**src/rtl/seg_frame_decoder.sv**
```systemverilog
// Monitors the active-low anode/cathode lines of a multiplexed 4-digit 7-segment display,
// rebuilds each displayed frame and reports it as packed BCD and as binary.
module seg_frame_decoder #(
    parameter int SETTLE_CYCLES = 4
) (
    input  logic        clk,
    input  logic        rst_n,
    input  logic [3:0]  anode,
    input  logic [6:0]  cathode,
    output logic [15:0] value_bcd,
    output logic [13:0] value_bin,
    output logic        pattern_err,
    output logic        frame_valid,
    output logic        busy
);

    typedef enum logic [1:0] {COLLECT, CONVERT, DONE} state_t;

    state_t      state;
    logic [3:0]  prev_anode;
    logic [6:0]  prev_cathode;
    logic [7:0]  stab_cnt;
    logic        armed;
    logic [3:0]  seen;
    logic [15:0] dig_q;
    logic [3:0]  err_q;
    logic [15:0] work_bcd;
    logic        work_err;
    logic [13:0] acc;
    logic [1:0]  step;

    logic        slot_legal;
    logic [1:0]  slot_idx;
    logic [7:0]  run_len;
    logic        capture;
    logic [4:0]  dec;
    logic [15:0] dig_next;
    logic [3:0]  err_next;
    logic [3:0]  seen_next;
    logic [3:0]  cur_digit;
    logic [13:0] acc_next;

    // Returns {error, digit}; unknown patterns decode as digit 0 with the error bit set.
    function automatic logic [4:0] decode(input logic [6:0] c);
        case (c)
            7'b1000000: decode = 5'h00;
            7'b1111001: decode = 5'h01;
            7'b0100100: decode = 5'h02;
            7'b0110000: decode = 5'h03;
            7'b0011001: decode = 5'h04;
            7'b0010010: decode = 5'h05;
            7'b0000010: decode = 5'h06;
            7'b1111000: decode = 5'h07;
            7'b0000000: decode = 5'h08;
            7'b0010000: decode = 5'h09;
            default:    decode = 5'h10;
        endcase
    endfunction

    always_comb begin
        slot_legal = 1'b1;
        slot_idx   = 2'd0;
        case (anode)
            4'b1110: slot_idx = 2'd0;
            4'b1101: slot_idx = 2'd1;
            4'b1011: slot_idx = 2'd2;
            4'b0111: slot_idx = 2'd3;
            default: slot_legal = 1'b0;
        endcase
    end

    // run_len counts the current cycle, so a capture lands on the SETTLE_CYCLES-th identical cycle.
    always_comb begin
        if ({anode, cathode} != {prev_anode, prev_cathode})
            run_len = 8'd1;
        else if (stab_cnt == 8'hFF)
            run_len = 8'hFF;
        else
            run_len = stab_cnt + 8'd1;
    end

    assign capture   = slot_legal && (armed || (anode != prev_anode))
                       && (run_len == 8'(SETTLE_CYCLES));
    assign dec       = decode(cathode);
    assign seen_next = seen | (4'b0001 << slot_idx);

    always_comb begin
        dig_next = dig_q;
        err_next = err_q;
        dig_next[{slot_idx, 2'b00} +: 4] = dec[3:0];
        err_next[slot_idx] = dec[4];
    end

    always_comb begin
        case (step)
            2'd0:    cur_digit = work_bcd[15:12];
            2'd1:    cur_digit = work_bcd[11:8];
            2'd2:    cur_digit = work_bcd[7:4];
            default: cur_digit = work_bcd[3:0];
        endcase
    end

    assign acc_next = (acc << 3) + (acc << 1) + {10'd0, cur_digit};

    always_ff @(posedge clk) begin
        if (!rst_n) begin
            state        <= COLLECT;
            prev_anode   <= 4'd0;
            prev_cathode <= 7'd0;
            stab_cnt     <= 8'd0;
            armed        <= 1'b0;
            seen         <= 4'd0;
            dig_q        <= 16'd0;
            err_q        <= 4'd0;
            work_bcd     <= 16'd0;
            work_err     <= 1'b0;
            acc          <= 14'd0;
            step         <= 2'd0;
            value_bcd    <= 16'd0;
            value_bin    <= 14'd0;
            pattern_err  <= 1'b0;
            frame_valid  <= 1'b0;
            busy         <= 1'b0;
        end else begin
            prev_anode   <= anode;
            prev_cathode <= cathode;
            stab_cnt     <= slot_legal ? run_len : 8'd0;
            if (capture)
                armed <= 1'b0;
            else if (anode != prev_anode)
                armed <= 1'b1;
            frame_valid <= 1'b0;

            case (state)
                COLLECT: begin
                    if (capture) begin
                        dig_q <= dig_next;
                        err_q <= err_next;
                        if (seen_next == 4'hF) begin
                            seen     <= 4'd0;
                            work_bcd <= dig_next;
                            work_err <= |err_next;
                            acc      <= 14'd0;
                            step     <= 2'd0;
                            busy     <= 1'b1;
                            state    <= CONVERT;
                        end else begin
                            seen <= seen_next;
                        end
                    end
                end
                CONVERT: begin
                    acc  <= acc_next;
                    step <= step + 2'd1;
                    if (step == 2'd3) begin
                        value_bin   <= acc_next;
                        value_bcd   <= work_bcd;
                        pattern_err <= work_err;
                        frame_valid <= 1'b1;
                        busy        <= 1'b0;
                        state       <= DONE;
                    end
                end
                DONE:    state <= COLLECT;
                default: state <= COLLECT;
            endcase
        end
    end

endmodule

```
**config.mk**
```make
export PLATFORM = sky130hd
export DESIGN_NAME = seg_frame_decoder
export DESIGN_NICKNAME = d
export VERILOG_FILES = /design/src/rtl/seg_frame_decoder.sv
export SDC_FILE = /design/constraint.sdc
export NUM_CORES = 1
export LEC_CHECK = 0
export ABC_AREA = 1
export CAP_MARGIN = 0
export CELL_PAD_IN_SITES_DETAIL_PLACEMENT = 0
export CELL_PAD_IN_SITES_GLOBAL_PLACEMENT = 1
export CORE_MARGIN = 1.5
export CORE_UTILIZATION = 45
export DETAILED_ROUTE_END_ITERATION = 16
export PLACE_DENSITY_LB_ADDON = 0.1
export SYNTH_ARGS = -nofsm -noshare
export SYNTH_HDL_FRONTEND = slang
export SYNTH_SLANG_ARGS = --single-unit
```
**constraint.sdc**
```tcl
create_clock -name clk -period 5 [get_ports clk]
set_input_delay 0.75 -clock clk [delete_from_list [all_inputs] [get_ports clk]]
set_output_delay 0.75 -clock clk [all_outputs]
set_load 0.02 [all_outputs]
```
Word-level counts from Yosys, hierarchy flattened
Index checks and enable logic that the tools add are counted.

storage, ports and cells
  logic and storage cells = 99
  flip-flop bits (word level) = 111
  output and inout bits = 33
  input bits = 13

cells by class
  shift-type cells = 3
  equal/unequal tests = 25
  add/subtract/negate cells = 5
  bitwise operators = 2
  multiplexer cells = 26
  reduce and logical (&&, ||, !) cells = 19
  magnitude comparators = 2

operators by type and width
  kind                                                   count
  case mux 5 bit (10 select lines)                       1
  two-way mux 13 bit                                     2
  case mux 13 bit (2 select lines)                       1
  == test 7 x 5 -> 1 bit (second input constant)         3
  == test 7 bit (second input constant)                  3
  bitwise mux 16 bit                                     1
  == test 4 bit (second input constant)                  4
  two-way mux 8 bit                                      2
  variable shift 4 x 6 -> 16 bit (first input constant)  1
  indexed part select 4 x 6 -> 16 bit                    1
  adder 14 bit                                           1
  adder 14 x 4 -> 14 bit                                 1
  == test 7 x 6 -> 1 bit (second input constant)         2
  case mux 4 bit (3 select lines)                        1
  inequality test 11 bit                                 1
  two-way mux 2 bit                                      5
  AND reduction 3 bit                                    3
  adder 8 x 1 -> 8 bit (second input constant)           1
  == test 8 x 3 -> 1 bit (second input constant)         1
  == test 8 bit (second input constant)                  1
  case mux 2 bit (2 select lines)                        2
  AND reduction 2 bit                                    4
  OR reduction 4 bit                                     2
  == test 7 x 2 -> 1 bit (second input constant)         1
  other kinds (25)                                       37

Depth between registers and ports, before layout
  depth in word-level cells = 8
  gate-level depth with buffers = 17
  gate-level depth less buffers = 17

Least setup slack after synthesis
Ideal clock, no wire load.

  kind = register to register
  start = register step[0]
  end = register value_bin[12]
  data required time = 4.884 ns
  setup slack = 2.277 ns
  path buffers = 0
  period minus slack after synthesis = 2.723 ns
  arrival time = 2.607 ns
  cell stages (with the launch flop) = 15
  library setup time = 0.116 ns
  cells stage by stage = dfxtp_1 -> inv_1 -> ha_1 -> nand2_1 -> a32o_1 -> fa_1 -> inv_1 -> fa_1 -> nand3_1 -> nand4_1 -> or2_2 -> nand2_1 -> nand2_1 -> o211ai_1 -> inv_1

between the ends
  word-level cells in the longest chain between the ends = 3
  elaborated cells between the ends (all ways) = 7
  those cells by class = add/sub (1); eq/ne (3); mux (1); reduce/logical (2)

ends and longest elaborated chain
  element                                line  source
  start: declaration                     30    logic [1:0] step;
  start signal: assignment               154   step <= step + 2'd1;
  == test 2 bit (tied with other cells)  95    case (step)
  case mux 4 bit (3 select lines)        95
  adder 14 x 4 -> 14 bit                 103   assign acc_next = (acc << 3) + (acc << 1) + {10'd0, cur_digit};
  end signal: assignment                 156   value_bin <= acc_next;
  end: declaration                       11    output logic [13:0] value_bin,

Several ways; a longest one is shown, not always the timed one.
A chain may end at the register's enable or synchronous reset.

Worst setup path in the final report
  start = input anode[2]
  end = register seen[2]

between the ends
  word-level cells in the longest chain between the ends = 6
  elaborated cells between the ends (all ways) = 19
  those cells by class = eq/ne (8); shift (1); mux (4); bitwise (1); reduce/logical (5)

ends and longest elaborated chain
  element                                                                       line     source
  start: declaration                                                            8        input logic [3:0] anode,
  == test 4 x 3 -> 1 bit / == test 4 bit (equally long branches)                63       case (anode)
  case mux 2 bit (3 select lines) / OR reduction 4 bit (equally long branches)  n/a
  left shift 1 x 2 -> 4 bit / two-way mux 1 bit (equally long branches)         85, 63
  bitwise OR 4 bit / logical AND 1 bit (equally long branches)                  85, 82
  == test 4 bit / logical AND 1 bit (equally long branches)                     139, 83
  two-way mux 4 bit / AND reduction 2 bit (equally long branches)               n/a
  end signal: assignment                                                        148      seen <= seen_next;
  end: declaration                                                              24       logic [3:0] seen;

Several ways; a longest one is shown, not always the timed one.

==> impl_metrics.json <==
{
  "status": "complete, no violations",
  "final.period_utilization": 0.6870,
  "grt_pass1_vias": 4966,
  "cp-start-kind": "input port",
  "gp_congestion": 0.8629,
  "setup-tns-final_ps": 0,
  "final_nets": 919,
  "post-route-drc-count": 0,
  "multiInputGateArea_um2": 3024,
  "synth_seq_cells": 111,
  "design_area_um2": 6731,
  "rrSetupSlack_ps": 1880,
  "p_seq_frac": 0.528,
  "yosysMostFrequentCell": "nand2_1",
  "cts_buffers": 9,
  "holdBufCountCts": 0,
  "placed_cell_area_um2": 6445,
  "fill_cells": 1276,
  "synth_area_leaders": "dfxtp_1 (38%), nand2_1 (13%), inv_1 (8.2%)",
  "finalWirelength_mm": 13.87,
  "fin_util": 0.5291,
  "worst_pin_slew_ps": 887.7,
  "finalSetupViolCount": 0,
  "final_max_slew_viol_count": 0,
  "synth_fp_nets": 885,
  "placementRows": 41,
  "p_sw_mw": 0.4200,
  "crit_fanout": 21,
  "grt_usage": 0.2071,
  "required_ps": 5250,
  "vias": 5214,
  "synth_cell_type_count": 46,
  "power_density_nw_per_um2": 250.6,
  "wl_per_cell_um": 13.26,
  "cts_resized": 0,
  "die_h_um": 117.5,
  "viasPerCell": 4.985,
  "coreArea_um2": 12720,
  "overflow": 0,
  "pwr-share-comb": 0.052,
  "hold_viol": 0,
  "clockBufferDepth": 2,
  "area_growth_pct": 14.08,
  "clock_power_share": 0.420,
  "syn_area_um2": 5901,
  "die_area_um2": 13810,
  "setup_ws_ps": 1565,
  "grt_max_degree": 62,
  "max_cap_violations": 0,
  "port_buffers": 45,
  "ant_nets": 0,
  "yosys.area.top_type": "dfxtp_1",
  "final_layout_size_suffix_gt1_frac": 0.05606,
  "first_pass_iters": 5,
  "clkTransAtPathRegs_ps": 80,
  "yosysWarnings": 0,
  "cp_num_buf_inv": 3,
  "worst_path_most_repeated_cell": "nand2_1",
  "synth_ff_type": "dfxtp_1",
  "dp_hpwl_mm": 10.02,
  "cts-root-buf": "clkbuf_16",
  "clkSinkCount": 111,
  "path_class": "input port to register",
  "synth.yosys.seq_area_share": 0.3766,
  "clk_latency_ps": 360,
  "die_w_um": 117.5,
  "min_path_type": "register to register",
  "worstPathCellList": "clkdlybuf4s50_1, nand2_1, inv_1, nand3_1, nand2_1, inv_1, ha_1, o22a_1, nand2_1, nor2_1, nand4_2, nand2_1, nor2_1",
  "slowest_stage": "nand4_2",
  "slowest_delay_ps": 510,
  "place_ws_ps": 1200,
  "synth_edf_count": 0,
  "ff_latch_area_um2": 2222,
  "drt-initial-drc-count": 253,
  "hold_slack_ps": 448.2,
  "synth_top_area_share": 0.3766,
  "skew_ps": 9.902,
  "crit_arrival_ps": 3680,
  "end_kind": "register",
  "period_minus_slack_ps": 3435,
  "antenna_found_initial": 0,
  "switching_share": 0.2489,
  "peakVddDrop_uv": 167.3,
  "grt_pass1_wl_mm": 23.43,
  "async_reset_ff_frac": 0,
  "syn_avg_cell_area_um2": 7.058,
  "io_pins": 46,
  "h-tree-depth": 3,
  "cpLargestDelayFamily": "simple AND/OR/NAND/NOR gates",
  "clock.fmax_ghz": 0.2911,
  "synthCells": 836,
  "slew_headroom": 0.4060,
  "rsz0062_at_grt": "no",
  "leakagePower_nw": 3.116,
  "cts_tree": "done",
  "post-cts-setup-buffer-count": 0,
  "antenna_cells": 0,
  "synthTopCellsByCount": "nand2_1 (199), inv_1 (129), dfxtp_1 (111)",
  "initial_core_util": 0.4638,
  "p_int_mw": 1.267
}
## layout by cell type (no fill, tap or decap), drive strengths merged, types with 9 or more instances in the layout
cell type / synthesis / layout
nand2: 199 / 199
xnor2: 9 / 9
nor2: 65 / 65
nand3: 62 / 62
clkdlybuf4s50: 0 / 44
inv: 134 / 138
dfxtp: 111 / 111
clkbuf: 18 / 9
o21ai: 52 / 52
nand4: 20 / 20
ha: 34 / 34
a21oi: 82 / 82
## worst register-to-register path, delay by kind of cell (launching register included)
family                     cells  cell delay [ps]
AOI/OAI and AO/OA              7             1260
xor gates and xnor gates       1              250
adders and majority gates      3             1010
buffers and inverters          1               70
DFF                            1              410
and+or+nand+nor                1               80
## cells by family (layout without fill, tap and decap cells)
kind of cell	after synthesis	in the layout	share of synthesized area
buffers and inverters	161	199	0.1113
adder cells (fa/ha/maj)	36	36	0.07888
XOR/XNOR	14	14	0.02078
flip-flops	111	111	0.3766
AO/OA/AOI/OAI	156	156	0.1453
AND/OR/NAND/NOR	358	358	0.2672
## registers in the layout (all words and copies together) (netlist names), 2 cells and up
| name | cells |
|---|---|
| acc | 13 |
| dig_q | 16 |
| err_q | 4 |
| prev_anode | 4 |
| prev_cathode | 7 |
| seen | 4 |
| stab_cnt | 8 |
| state | 2 |
| step | 2 |
| value_bcd | 16 |
| value_bin | 14 |
| work_bcd | 16 |
## per-stage QoR
| stage | power, mW | instances |
|---|---|---|
| after floorplan | 0.9696 | 836 |
| final | 1.687 | 1046 |
| after global routing | 1.752 | 1046 |
| after global placement | 0.9976 | 1031 |
| after CTS | 1.709 | 1046 |
| after detailed placement | 0.9995 | 1031 |
## power groups by stage
stage	combinational, mW	sequential [mW]	clock [mW]
6_report	0.0872	0.891	0.709
5_1_grt	0.0989	0.892	0.761
3_5_place_dp	0.0870	0.912	0
2_1_floorplan	0.0578	0.912	0
3_3_place_gp	0.0853	0.912	0
4_1_cts	0.0874	0.892	0.730
## routing by layer
metal,track usage,part of all wire,up-vias
met5,0,0,-
met4,0.05335,0.014,0
met3,0.04845,0.035,17
met2,0.3438,0.46,91
met1,0.2721,0.49,2357
li1,-,-,2749
## final timing paths
path / to / from / cells after the start
min: err_q[0] / err_q[0] / 2
max reg2reg: acc[9] / step[0] / 13
min reg2reg: err_q[0] / err_q[0] / 2
max: seen[2] / anode[2] / 13
## final cells by class
| cell class | count | area share |
|---|---|---|
| repair buffers | 48 | 0.06952 |
| well taps | 172 | 0.03197 |
| flip-flops and latches | 111 | 0.3301 |
| inverters | 136 | 0.07658 |
| multi-input cells | 564 | 0.4493 |
| clock inverters | 6 | 0.009108 |
| clock buffers | 9 | 0.03346 |
Note: power is estimated with default switching activity, not from simulation.
